===== config.mk =====
export PLATFORM = sky130hd
export DESIGN_NAME = scan_arbiter
export DESIGN_NICKNAME = d
export VERILOG_FILES = /design/src/rtl/scan_arbiter.sv
export SDC_FILE = /design/constraint.sdc
export NUM_CORES = 1
export LEC_CHECK = 0
export CAP_MARGIN = 20
export CELL_PAD_IN_SITES_DETAIL_PLACEMENT = 2
export CELL_PAD_IN_SITES_GLOBAL_PLACEMENT = 2
export CORE_AREA = 5 5 144 77
export DETAILED_ROUTE_END_ITERATION = 7
export DIE_AREA = 0 0 149 82
export PLACE_DENSITY = 0.73
export SLEW_MARGIN = 10
export SYNTH_ARGS = -nofsm -noshare
export SYNTH_HDL_FRONTEND = slang
export SYNTH_SLANG_ARGS = --single-unit

===== constraint.sdc =====
create_clock -name clk -period 2.1 [get_ports clk]
set_clock_uncertainty 0.05 [all_clocks]
set_input_delay 0.42 -clock clk [delete_from_list [all_inputs] [get_ports clk]]
set_output_delay 0.42 -clock clk [all_outputs]
set_load 0.005 [all_outputs]

===== src/rtl/scan_arbiter.sv =====
`default_nettype none
// ============================================================================
//  Module   : scan_arbiter
//  Purpose  : Shares one SCAN serial-receive parser among N_REQ command
//             clients. Arbitrates requests, sequences SCAN's req/ack
//             handshake, returns the parsed word and flag to the winner,
//             and reports (without aborting) over-long transactions.
//  Options  : SCAN_ARB_FIXED_PRIO_EN - when defined, fixed priority with
//             the lowest index winning; otherwise round-robin.
//  Revision : 1.0 - initial release
// ============================================================================
module scan_arbiter #(
  parameter int N_REQ  = 2,
  parameter int TO_CYC = 4096,
  parameter int TO_W   = 16
) (
  input  logic             clk,
  input  logic             rst,
  input  logic [N_REQ-1:0] req_i,
  input  logic [N_REQ-1:0] type_i,
  output logic [N_REQ-1:0] ack_o,
  output logic [31:0]      din_o,
  output logic             flag_o,
  output logic [N_REQ-1:0] grant_o,
  output logic             timeout_o,
  output logic             req_rx,
  output logic             type_rx,
  input  logic             ack_rx,
  input  logic             flag_rx,
  input  logic [31:0]      din_rx
);

  // Client index width (N_REQ is limited to 2..4)
  localparam int IW = (N_REQ > 2) ? 2 : 1;

  localparam logic [1:0] ST_IDLE  = 2'd0;
  localparam logic [1:0] ST_ISSUE = 2'd1;
  localparam logic [1:0] ST_DONE  = 2'd2;
  localparam logic [1:0] ST_GAP   = 2'd3;

  logic [1:0]       state;
  logic             any_req;
  logic [IW-1:0]    win_idx;
  logic [N_REQ-1:0] win_onehot;

  // Arbitration only happens in IDLE, so a client that was just acked is
  // never considered during its DONE and GAP cycles; a late req_i drop
  // therefore cannot win a second transaction.
`ifdef SCAN_ARB_FIXED_PRIO_EN
  // Fixed priority: scan from the top so the lowest requesting index wins
  always_comb begin
    any_req = 1'b0;
    win_idx = '0;
    for (int k = N_REQ - 1; k >= 0; k--) begin
      if (req_i[k]) begin
        any_req = 1'b1;
        win_idx = IW'(k);
      end
    end
  end
`else
  localparam logic [IW:0] N_W = (IW + 1)'(N_REQ);

  logic [IW-1:0] rr_ptr;
  logic [IW-1:0] gnt_idx;
  logic [IW:0]   nxt_ptr;

  // Round-robin: first requester found starting at rr_ptr, wrapping mod N_REQ
  always_comb begin
    logic [IW:0] pos;
    any_req = 1'b0;
    win_idx = '0;
    pos     = '0;
    for (int k = 0; k < N_REQ; k++) begin
      pos = {1'b0, rr_ptr} + (IW + 1)'(k);
      if (pos >= N_W) pos = pos - N_W;
      if (!any_req && req_i[pos[IW-1:0]]) begin
        any_req = 1'b1;
        win_idx = pos[IW-1:0];
      end
    end
  end

  // Pointer successor of the current owner, wrapped to the client count
  always_comb begin
    nxt_ptr = {1'b0, gnt_idx} + (IW + 1)'(1);
    if (nxt_ptr >= N_W) nxt_ptr = '0;
  end

  // Remember the owner and move the pointer past it once it has been acked
  always_ff @(posedge clk) begin
    if (rst) begin
      rr_ptr  <= '0;
      gnt_idx <= '0;
    end else begin
      if (state == ST_IDLE && any_req) gnt_idx <= win_idx;
      if (state == ST_DONE)            rr_ptr  <= nxt_ptr[IW-1:0];
    end
  end
`endif

  // One-hot form of the winning index
  always_comb begin
    win_onehot          = '0;
    win_onehot[win_idx] = 1'b1;
  end

  // Transaction sequencer: IDLE -> ISSUE -> DONE -> GAP -> IDLE
  always_ff @(posedge clk) begin
    if (rst) begin
      state   <= ST_IDLE;
      req_rx  <= 1'b0;
      type_rx <= 1'b0;
      ack_o   <= '0;
      grant_o <= '0;
      din_o   <= '0;
      flag_o  <= 1'b0;
    end else begin
      ack_o <= '0;
      case (state)
        ST_IDLE: begin
          if (any_req) begin
            grant_o <= win_onehot;
            type_rx <= type_i[win_idx];
            req_rx  <= 1'b1;
            state   <= ST_ISSUE;
          end
        end
        ST_ISSUE: begin
          // Non-cancellable: req_i of the owner is not looked at here
          if (ack_rx) begin
            din_o  <= din_rx;
            flag_o <= flag_rx;
            req_rx <= 1'b0;
            ack_o  <= grant_o;
            state  <= ST_DONE;
          end
        end
        ST_DONE: begin
          grant_o <= '0;
          state   <= ST_GAP;
        end
        ST_GAP: begin
          // Hold off until SCAN's ack is low so a stale ack cannot be reused
          if (!ack_rx) state <= ST_IDLE;
        end
        default: state <= ST_IDLE;
      endcase
    end
  end

  generate
    if (TO_CYC > 0) begin : g_timeout
      localparam logic [TO_W-1:0] TO_MAX = TO_W'(TO_CYC);
      logic [TO_W-1:0] to_cnt;

      // Saturating count of ISSUE cycles; cleared when the ack arrives
      always_ff @(posedge clk) begin
        if (rst) begin
          to_cnt <= '0;
        end else if (state == ST_ISSUE) begin
          if (ack_rx)                to_cnt <= '0;
          else if (to_cnt != TO_MAX) to_cnt <= to_cnt + TO_W'(1);
        end else begin
          to_cnt <= '0;
        end
      end

      assign timeout_o = (to_cnt == TO_MAX);
    end else begin : g_no_timeout
      assign timeout_o = 1'b0;
    end
  endgenerate

endmodule
`default_nettype wire

After elaboration in Yosys (flattened, before gate mapping)

Index checks and enable logic that the tools add are counted.
Widths: inputs -> output; s select.

Register bits after elaboration: 59
Input bits: 40
Output and inout port bits: 40

Add/subtract/negate cells: 5
Magnitude comparators: 7
Equal/unequal tests: 8
Muxes and demuxes: 24
Bitwise logic cells: 2
Reduce and logical (&&, ||, !) cells: 14

Operators by type and width:

| operator              | count |
|---|---|
| $add 16x1->16 const B | 1 |
| $eq 16x13->1 const B  | 1 |
| $mux 1                | 16 |
| $ne 16x13->1 const B  | 1 |
| $mux 2                | 4 |
| $pmux 2 s4            | 1 |
| $lt 1x2->1 const B    | 3 |
| $ne 2x2->1 const B    | 3 |
| $reduce_and 2->1      | 3 |
| $reduce_and 3->1      | 2 |
| $reduce_or 3->1       | 2 |
| $add 1x1->2 const B   | 2 |
| $eq 2x2->1 const B    | 2 |
| $ge 2x2->1 const B    | 2 |
| $pmux 2 s2            | 1 |
| $reduce_bool 2->1     | 2 |
| $logic_and 1x1->1     | 3 |
| $eq 2x1->1 const B    | 1 |
| $ge 1x2->1 const B    | 1 |
| $logic_not 2->1       | 1 |
| $not 1->1             | 2 |
| $pmux 1 s2            | 1 |
| $sub 1x1->1 const B   | 2 |
| $demux 1 s1           | 1 |
| 2 further kinds       | 2 |

Longest topological paths before layout

Word-level depth: 14
Mapped depth: 7
Mapped depth without buffers: 6

Worst setup path before layout

No wires, ideal clock.

Kind: reg-to-reg
From: register state[1]
To: register g_timeout.to_cnt[13]
Setup time: 0.064 ns
Data arrival time: 1.444 ns
Setup slack: 0.542 ns
Stages on the path, launching flop included: 7
Buffers on the path: 2
Cells stage by stage: dfxtp_1 inv_1 ha_1 or3b_2 clkbuf_1 buf_2 nor2_1

Word-level cells in the longest chain between the ends: 3

RTL lines:

| element                          | RTL line | RTL |
|---|---|---|
| start, declared                  | 41       | `logic [1:0] state;` |
| start signal, assigned           | 111      | `state <= ST_IDLE;` |
| start signal, assigned           | 126      | `state <= ST_ISSUE;` |
| start signal, assigned           | 136      | `state <= ST_DONE;` |
| $eq 2x1->1                       | 161      | `end else if (state == ST_ISSUE) begin` |
| $not 1->1 (no source line)       | -        |  |
| $reduce_or 3->1 (no source line) | -        |  |
| end signal, assigned             | 163      | `else if (to_cnt != TO_MAX) to_cnt <= to_cnt + TO_W'(1);` |
| end, declared                    | 155      | `logic [TO_W-1:0] to_cnt;` |

No other way between the ends.
A chain may end at the register's enable or synchronous reset.

Worst setup path in the final report

From: register g_timeout.to_cnt[0]
To: output port timeout_o

Word-level cells in the longest chain between the ends: 1

RTL lines:

| element       | RTL line | RTL |
|---|---|---|
| $eq 16x13->1  | 169      | `assign timeout_o = (to_cnt == TO_MAX);` |
| end, declared | 25       | `output logic timeout_o,` |

No other way between the ends.

==> flow_metrics.py <==
metrics = {
    "run_status": {
        "status": "finished, final reports clean",
    },
    "power": {
        "leakage_nw": 1.316,
        "powerDensity_nw_per_um2": 1078,
        "ir_drop_mv": 0.4381,
    },
    "floorplanning": {
        "die_w_um": 149,
        "dieArea_um2": 12220,
        "dieHeight_um": 82,
        "placementRows": 26,
        "start_util": 0.2403,
        "io_pins": 80,
        "core_um2": 9824,
    },
    "sta": {
        "setup_violations": 0,
        "tightest_slew_ns": 0.4506,
        "period_needed_ns": 1.921,
        "fin_crit_sh": 0.9150,
        "slew_headroom": 0.6996,
        "hold_violations": 0,
        "tns_ns": 0,
        "finalWorstSetupSlack_ns": 0.1786,
        "fmax_ghz": 0.5205,
        "grt_setup_unrepaired": "no",
        "slew_viol_final": 0,
    },
    "grt": {
        "track_usage": 0.1441,
        "grt_max_degree": 44,
        "grt_pass1_vias": 2615,
        "antenna_found_initial": 0,
        "grt.overflow.total": 0,
        "grt_pass1_wl_um": 13450,
    },
    "logic_synthesis": {
        "synth_area_um2": 2361,
        "async_flop_share": 0,
        "yosysWarningCount": 0,
        "ys_ff_latch": 59,
        "syn_nets": 332,
        "synth_ff_type": "dfxtp_1",
        "netlist_instances": 285,
        "synth_edf_count": 0,
        "avgSynthCellArea_um2": 8.284,
        "ys_seq_area_frac": 0.5003,
        "synth_cell_type_count": 36,
    },
    "setup_path": {
        "timing.critical_path.required_ns": 1.63,
        "crit_top_cell": "inv_1",
        "crit_path_max_incr_delay_ns": 0.31,
        "rr_endpoint": "grant_o[1]",
        "cp_max_fo": 2,
        "slowest_stage": "dfxtp_1",
        "cp_cell_sequence": "inv_1 -> ha_1 -> nor4b_4 -> nand4_1 -> inv_1 -> dlygate4sd2_1",
        "reg2reg_from": "state[1]",
        "r2r_slack_ns": 0.30,
        "crit_type": "reg -> out",
        "cp-end-kind": "output port",
        "reg2regPathDepth": 6,
        "worstPathArrival_ns": 1.45,
        "critPathLaunchType": "flop",
    },
    "route": {
        "wire_per_inst_um": 16.39,
        "ant_nets": 0,
        "drc": 0,
        "totalWireLength_um": 8427,
        "drt-initial-drc-count": 93,
        "first_pass_iters": 4,
        "vias": 2275,
        "vias_per_cell": 4.426,
    },
    "flow_run": {
        "max_cap_violations": 0,
    },
    "cts": {
        "clock_sinks": 59,
        "cts_max_level": 3,
        "clkTransAtPathRegs_ns": 0.05,
        "cts_buffers": 9,
        "cts_hold_buf": 0,
        "clockBufferDepth": 2,
        "clk_latency_ns": 0.33,
        "cts_root_buf": "clkbuf_16",
        "cts_tree": "built",
    },
    "layout": {
        "layout.nets": 416,
        "final_common_cell": "clkdlybuf4s50_1",
        "drive_gt1_frac": 0.08556,
        "n_antenna_cell": 0,
        "fill_cells": 1117,
        "layout_common_cells": "clkdlybuf4s50_1, nand2_1, dfxtp_1",
        "area_growth_syn_to_layout_pct": 56.76,
        "final_area_um2": 3701,
    },
    "placement": {
        "place_ws_ns": 0.1127,
        "place_hpwl_um": 6022,
        "port_buffers": 79,
        "placed_area_um2": 3346,
        "place_congestion": 0.7176,
    },
    "hold_path": {
        "min_to": "din_o[4]",
        "hold_path_class": "reg -> reg",
        "hold_depth": 2,
        "min-delay-start": "din_o[4]",
    },
}
[how the worst max path moves through the flow]
stage / start / endpoint / depth (start not counted)
floorplan: state[1] / g_timeout.to_cnt[13] / 6
global placement: req_i[1] / state[0] / 5
detailed placement: g_timeout.to_cnt[0] / timeout_o / 6
CTS: g_timeout.to_cnt[0] / timeout_o / 6
global route: g_timeout.to_cnt[0] / timeout_o / 6
finish: g_timeout.to_cnt[0] / timeout_o / 6
[layout make-up]
type | count | area [um2] | share of cell area
sequential | 59 | 1181 | 0.3191
timing repair buffer | 87 | 862.1 | 0.2329
tap | 140 | 175.2 | 0.04733
inverter | 8 | 30.03 | 0.008114
clock buffer | 12 | 256.5 | 0.06930
clock inverter | 4 | 72.57 | 0.01961
multi-input combinational | 204 | 1124 | 0.3036
[kinds of logic (layout without fill, tap and decap cells)]
| logic type | count (synthesis) | after routing | synth area share |
|---|---|---|---|
| AND/OR/NAND/NOR | 131 | 131 | 0.2528 |
| flip-flops | 59 | 59 | 0.5003 |
| buffers and inverters | 22 | 111 | 0.03551 |
| adder cells (fa/ha/maj) | 7 | 7 | 0.03709 |
| XOR/XNOR | 12 | 12 | 0.04451 |
| AO/OA/AOI/OAI | 51 | 51 | 0.1171 |
| multiplexers | 3 | 3 | 0.01272 |
[Yosys cell counts, types with 2 or more instances]
cell,instances,area share
nand4_1,4,0.011
clkbuf_1,13,0.021
and4_4,2,0.0095
o21ai_0,3,0.0064
inv_1,8,0.013
a21oi_1,40,0.085
nand3_1,8,0.017
nor4_1,3,0.0079
ha_1,7,0.037
nor2_1,18,0.029
o21a_1,2,0.0064
mux2i_1,3,0.013
xnor2_1,5,0.019
nor3b_1,3,0.0095
or3b_2,2,0.0074
nor4b_1,2,0.0074
nor3_1,3,0.0064
nand2_1,77,0.12
xor2_1,7,0.026
dfxtp_1,59,0.50
[layer usage]
layer,global-route usage,wire length (um),vias to the layer above
met1,0.1617,3646,1104
met4,0.03836,77,0
met3,0.07938,730,7
met2,0.2406,3973,46
met5,0,0,-
li1,-,-,1118
[flip-flops by register name (all words and copies together) (netlist names)]
register          flops
rr_ptr                1
gnt_idx               1
ack_o                 2
g_timeout.to_cnt     16
state                 2
grant_o               2
req_rx                1
flag_o                1
type_rx               1
din_o                32
[worst max-delay path, delay by kind of cell, from the launching register on]
kind,cells,cell delay [ns]
buffers and inverters,3,0.36
DFF,1,0.31
adders and majority gates,1,0.14
and+or+nand+nor,2,0.32
[repair_timing]
item                                    4_1_cts  5_1_grt
resized for setup                             5        0
endpoints found under the setup margin        1        0
buffers inserted                              0        0
[metrics by stage]
step	instances	hold slack [ns]	power [mW]	utilization
2_1_floorplan	285	0.4020	1.867	-
3_3_place_gp	498	0.3911	2.356	0.3406
3_5_place_dp	498	0.4037	2.407	0.3406
4_1_cts	514	0.4111	4.064	0.3767
5_1_grt	514	0.4333	4.226	0.3767
6_report	514	0.4057	3.989	0.3767
[report_power, final]
part / internal [mW] / switching, mW
registers: 1.28 / 0.0935
logic: 0.496 / 0.513
clock network: 1.10 / 0.509
total: 2.87 / 1.12
Note: power is estimated with default switching activity, not from simulation.
